**src/rtl/fifo_i2s_transmitter.sv**
```systemverilog
// fifo_i2s_transmitter: drains a 32-bit Avalon-MM sample FIFO and plays each word as one 16+16 bit I2S frame
module fifo_i2s_transmitter #(
  parameter int BCLK_DIV = 2,
  parameter int CNT_W = 16
) (
  input  logic             clock,
  input  logic             reset,
  input  logic             enable,
  input  logic             clear_underrun,
  output logic             avm_read,
  input  logic             avm_waitrequest,
  input  logic [31:0]      avm_readdata,
  output logic             i2s_bclk,
  output logic             i2s_lrclk,
  output logic             i2s_dout,
  output logic             underrun,
  output logic [CNT_W-1:0] underrun_count
);
  localparam int DW = BCLK_DIV > 1 ? $clog2(BCLK_DIV) : 1;
  typedef enum logic [1:0] {IDLE, REQ, CAPT} state_t;
  state_t state, state_nx;
  logic [DW-1:0] div_cnt;
  logic [4:0] slot;
  logic [31:0] sample_buf, shreg;
  logic buf_valid, tc, fall, load;
  assign tc = div_cnt == DW'(BCLK_DIV - 1);
  assign fall = enable && tc && i2s_bclk;
  assign load = fall && slot == 5'd0;
  // fetch state register
  always_ff @(posedge clock)
    state <= reset ? IDLE : state_nx;
  // fetch next state: a request is held until accepted regardless of enable
  always_comb
    state_nx = state == IDLE ? ((enable && !buf_valid) ? REQ : IDLE)
             : state == REQ  ? (avm_waitrequest ? REQ : CAPT)
             : IDLE;
  // fetch outputs
  always_comb
    avm_read = state == REQ;
  // one-entry prefetch buffer; a capture beats a same-cycle load so the word survives to the next frame
  always_ff @(posedge clock)
    if (reset) buf_valid <= 1'b0;
    else if (state == CAPT) begin
      buf_valid <= 1'b1;
      sample_buf <= avm_readdata;
    end else if (load || !enable) buf_valid <= 1'b0;
  // bit clock, slot counter and serializer; shreg[31] always holds the bit due at the next falling edge
  always_ff @(posedge clock)
    if (reset || !enable) begin
      div_cnt <= '0;
      i2s_bclk <= 1'b0;
      slot <= '0;
      i2s_lrclk <= 1'b0;
      i2s_dout <= 1'b0;
      shreg <= '0;
    end else begin
      div_cnt <= tc ? '0 : div_cnt + DW'(1);
      if (tc) i2s_bclk <= !i2s_bclk;
      if (fall) begin
        slot <= slot + 5'd1;
        i2s_lrclk <= slot[4];
        i2s_dout <= shreg[31];
        shreg <= load ? (buf_valid ? sample_buf : 32'd0) : shreg << 1;
      end
    end
  // sticky underrun flag and saturating frame counter; a new underrun beats a clear
  always_ff @(posedge clock)
    if (reset) begin
      underrun <= 1'b0;
      underrun_count <= '0;
    end else if (load && !buf_valid) begin
      underrun <= 1'b1;
      underrun_count <= &underrun_count ? underrun_count : underrun_count + CNT_W'(1);
    end else if (clear_underrun) underrun <= 1'b0;
endmodule

```
**config.mk**
```make
export PLATFORM = sky130hd
export DESIGN_NAME = fifo_i2s_transmitter
export DESIGN_NICKNAME = d
export VERILOG_FILES = /design/src/rtl/fifo_i2s_transmitter.sv
export SDC_FILE = /design/constraint.sdc
export NUM_CORES = 1
export LEC_CHECK = 0
export CAP_MARGIN = 5
export CORE_MARGIN = 1
export CORE_UTILIZATION = 35
export DETAILED_ROUTE_END_ITERATION = 16
export DONT_BUFFER_PORTS = 1
export SYNTH_ARGS = -nofsm -noshare
export SYNTH_HDL_FRONTEND = slang
export SYNTH_SLANG_ARGS = --single-unit
```
**constraint.sdc**
```tcl
create_clock -name clock -period 3.6 [get_ports clock]
set_clock_uncertainty 0.15 [all_clocks]
set_input_delay 0.9 -clock clock [delete_from_list [all_inputs] [get_ports clock]]
set_output_delay 0.9 -clock clock [all_outputs]
set_load 0.02 [all_outputs]
```
Word-level counts from Yosys, hierarchy flattened. Index checks and enable logic that the tools add are counted.

Flip-flop bits (word level): 93. Output and inout port bits: 21. Word-level logic and storage cells: 46.

Add/subtract/negate cells: 3. Eq/ne operators: 2. Mux-type cells: 10. Bitwise operators: 2. Reduce and logical (&&, ||, !) cells: 18.

Operator list (count): two-way mux 32 bit (2); adder 16 x 1 -> 16 bit (second input constant) (1); AND reduction 16 bit (1); two-way mux 2 bit (3); adder 5 x 1 -> 5 bit (second input constant) (1); logical AND 1 bit (5); logical NOT 5 bit (1); two-way mux 1 bit (5); AND reduction 2 bit (2); nonzero test 2 bit (2); logical NOT 1 bit (3); equality test 2 x 1 -> 1 bit (second input constant) (1); equality test 2 bit (second input constant) (1); logical NOT 2 bit (1); logical OR 1 bit (2); NOT 1 bit (2); OR reduction 2 bit (1); adder 1 bit (second input constant) (1).

Logic depth before layout (Yosys ltp).
Depth in word-level cells: 6. Mapped depth: 8. Gate-level depth less buffers: 6.

Worst setup path before layout. No wires, ideal clock.

Path type: in2reg. From: input port reset. To: register sample_buf[0], enable pin. Library setup time: 0.470 ns. Arrival: 3.329 ns. Required time: 2.980 ns. Path slack: -0.350 ns. Stages on the path: 1. Buffers on the path: 0. Cells stage by stage: nor3b_1.

Cells in the longest elaborated chain, start to end: 2.

Ends and longest elaborated chain: start, declared (line 7) `input logic reset,`; NOT 1 bit (no line); AND reduction 2 bit (no line); end signal, assigned (line 45) `sample_buf <= avm_readdata;`; end, declared (line 24) `logic [31:0] sample_buf, shreg;`.

No other way between the ends. A chain may end at the register's enable or synchronous reset.

Worst setup path after layout.
From: register underrun_count[7]. To: register underrun_count[5].

Cells in the longest elaborated chain, start to end: 3.

Ends and longest elaborated chain: start, declared (line 17) `output logic [CNT_W-1:0] underrun_count`; start signal, assigned (line 73) `underrun_count <= &underrun_count ? underrun_count : underrun_count + CNT_W'(1);`; AND reduction 16 bit (line 73); NOT 1 bit (no line); AND reduction 2 bit (no line).

No other way between the ends.

==> results.sh <==
export IMPL_status="complete, no violations"
export IMPL_clockBufferDepth=2
export IMPL_totalWireLength_microns=7480
export IMPL_via_count=2746
export IMPL_cts_buffers=9
export IMPL_clock_latency_ns=0.35
export IMPL_cts_tree="done"
export IMPL_slew_headroom=0.262
export IMPL_grt_pass1_wl_microns=12500
export IMPL_switching_share=0.215
export IMPL_core_sq_mm=0.0105
export IMPL_antenna_left=0
export IMPL_cts_root_buf="clkbuf_8"
export IMPL_power_frac_clock=0.342
export IMPL_yosys_area_top_type_share=0.320
export IMPL_port_buffers=0
export IMPL_clkTransAtPathRegs_ns=0.09
export IMPL_n_antenna_cell=0
export IMPL_place_hpwl_microns=4780
export IMPL_grt_max_degree=67
export IMPL_syn_cell_area_sq_mm=0.00381
export IMPL_num_rows=37
export IMPL_p_int_mw=1.35
export IMPL_crit_family="simple AND/OR/NAND/NOR gates"
export IMPL_leakage_nw=1.16
export IMPL_critical_path_arrival_ns=2.51
export IMPL_async_flop_share=0
export IMPL_powerDensity_mw_per_mm2=421
export IMPL_ys_types=46
export IMPL_rsz0062_at_grt="false"
export IMPL_syn2layout_area_growth_pct=6.79
export IMPL_synth_edf_count=32
export IMPL_ys_top_cells_by_count="61 x dfxtp_1, 47 x nand2_1, 40 x nor2_1, 37 x nand3_1, 32 x edfxtp_1"
export IMPL_dr_pass1_iters=4
export IMPL_slowest_delay_ns=0.85
export IMPL_period_share=0.672
export IMPL_syn_inst=376
export IMPL_viasPerCell=5.45
export IMPL_grt_usage=0.141
export IMPL_synth_area_per_cell_sq_um=10.1
export IMPL_layout_drive_gt1_share=0.0815
export IMPL_antenna_found_initial=0
export IMPL_power_net_switching_mw=0.368
export IMPL_max_cap_violations=0
export IMPL_hold_viol=0
export IMPL_seq_area_frac_synth=0.572
export IMPL_crit_buf_inv=0
export IMPL_dp_cells=488
export IMPL_drv_slew=0
export IMPL_wl_per_cell_microns=14.8
export IMPL_start_util=0.365
export IMPL_critPathMaxFanout=19
export IMPL_max_freq_ghz=0.414
export IMPL_grt_pass1_vias=2545
export IMPL_cts_hold_buf=0
export IMPL_die_x_microns=106
export IMPL_yosys_warnings=0
export IMPL_setup_viol=0
export IMPL_ir_drop_v=0.000211
export IMPL_finalCriticalPeriod_ns=2.42
export IMPL_dieArea_sq_mm=0.0113
export IMPL_drc=0
export IMPL_tns_ns=0
export IMPL_worst_slew_pin_transition_ns=1.11
export IMPL_die_height_microns=106
export IMPL_cts_resized=0
export IMPL_synth_seq_cells=93
export IMPL_htree_levels=3
export IMPL_cp_start_kind="register"
export IMPL_cp_slowest_cell="nor4_4"
export IMPL_worstSetupPathType="reg -> reg"
export IMPL_ys_flop_type="dfxtp_1"
export IMPL_fillCellCount=1076
export IMPL_required_ns=3.70
export IMPL_fin_nets=403
export IMPL_post_cts_setup_buffers=0
export IMPL_path_cells="nand4_1, nor4_4, nor4_1, mux2_2"
export IMPL_yosysMostFrequentCell="dfxtp_1"
export IMPL_hp_class="reg -> reg"
export IMPL_ys_top_cells_by_area="dfxtp_1 32%, edfxtp_1 25%, a311oi_1 7.1%, nand3_1 4.9%, nand2_1 4.6%"
export IMPL_grt_overflow_total=0
export IMPL_syn_num_nets=416
export IMPL_io_pins=58
export IMPL_finalNonFillerCells=504
export IMPL_drtIter0Drc=89
export IMPL_place_congestion=0.749
export IMPL_yosysTopAreaCell="dfxtp_1"
export IMPL_pwr_share_seq=0.640
export IMPL_cts_sinks=93
export IMPL_p_comb_frac=0.018
export IMPL_end_kind="register"
[state kept, by name, summed over array words and instances, names as in the netlist]
name / flops
div_cnt: 1
underrun: 1
buf_valid: 1
sample_buf: 32
i2s_dout: 1
state: 2
i2s_lrclk: 1
underrun_count: 16
shreg: 32
i2s_bclk: 1
slot: 5
[stage by stage]
| stage | cell area, sq um | worst slack, ns | util | hold WS (ns) | power, mW |
|---|---|---|---|---|---|
| 2_1_floorplan | 3820 | 0.810 | - | 0.282 | 1.15 |
| 3_3_place_gp | 3910 | 1.26 | 0.374 | 0.294 | 1.15 |
| 3_5_place_dp | 3910 | 1.20 | 0.374 | 0.298 | 1.15 |
| 4_1_cts | 4070 | 1.19 | 0.389 | 0.314 | 1.75 |
| 5_1_grt | 4070 | 1.01 | 0.389 | 0.336 | 1.79 |
| 6_report | 4070 | 1.18 | 0.389 | 0.313 | 1.72 |
[power by group through the flow]
stage	Sequential (mW)	Clock, mW	Combinational [mW]
finish	1.10	0.586	0.0312
global route	1.10	0.655	0.0351
CTS	1.10	0.617	0.0318
detailed placement	1.12	0	0.0316
global placement	1.12	0	0.0309
floorplan	1.12	0	0.0280
[tightest hold or removal path: stages, from the launching register on]
cell and delay (ns):
dfxtp_1 0.32, nand2_1 0.05, a21oi_1 0.05
[logic make-up after synthesis]
logic type                 after synthesis  synth area share
AOI/OAI and AO/OA                       67             0.133
muxes                                    1           0.00295
adders and majority gates                3           0.00984
and+or+nand+nor                        171             0.232
buffers and inverters                   36            0.0384
DFF                                     93             0.572
xor gates and xnor gates                 5            0.0115
[per-layer routing]
layer / GRT usage / vias to the layer above / wire length [microns]
li1: - / 1365 / -
met1: 0.183 / 1314 / 3570
met2: 0.212 / 57 / 3400
met3: 0.0509 / 10 / 373
met4: 0.0546 / 0 / 138
met5: 0 / - / 0
[cells in the final DEF, fill, tap and decap left out, types with 2 or more instances in the layout]
master	netlist	layout
nor3_1	5	5
o31ai_1	8	8
inv_1	7	7
or4_1	9	9
and3_1	2	2
xnor2_1	2	2
nand3_1	37	37
ha_1	3	3
dfxtp_1	61	61
nor2b_1	3	3
edfxtp_1	32	32
clkbuf_8	0	9
nor3b_1	4	3
a21oi_1	17	17
buf_4	1	5
nor2_1	40	40
nand2_1	47	47
nand2b_1	2	2
clkbuf_1	21	2
and4_1	2	2
xor2_1	3	3
nand4_1	6	6
o21ba_2	2	2
clkinv_1	0	3
o21ai_0	2	2
a311oi_1	31	31
or3_1	2	2
[final cells by class]
cell class / instances / area [sq um] / share of cell area
sequential: 93 / 2180 / 0.536
multi-input combinational: 247 / 1500 / 0.368
tap: 136 / 170 / 0.0418
clock buffer: 11 / 131 / 0.0323
timing repair buffer: 5 / 37.5 / 0.00922
clock inverter: 5 / 27.5 / 0.00676
inverter: 7 / 26.3 / 0.00645
[path summary, 6_finish.rpt]
check	start	to	slack, ns	cells past startpoint
worst max register to register	underrun_count[7]	underrun_count[5]	1.18	4
worst min-delay path	shreg[0]	shreg[0]	0.31	2
worst min register to register	shreg[0]	shreg[0]	0.31	2
worst max-delay path	underrun_count[7]	underrun_count[5]	1.18	4
(Power assumes the default switching activity.)
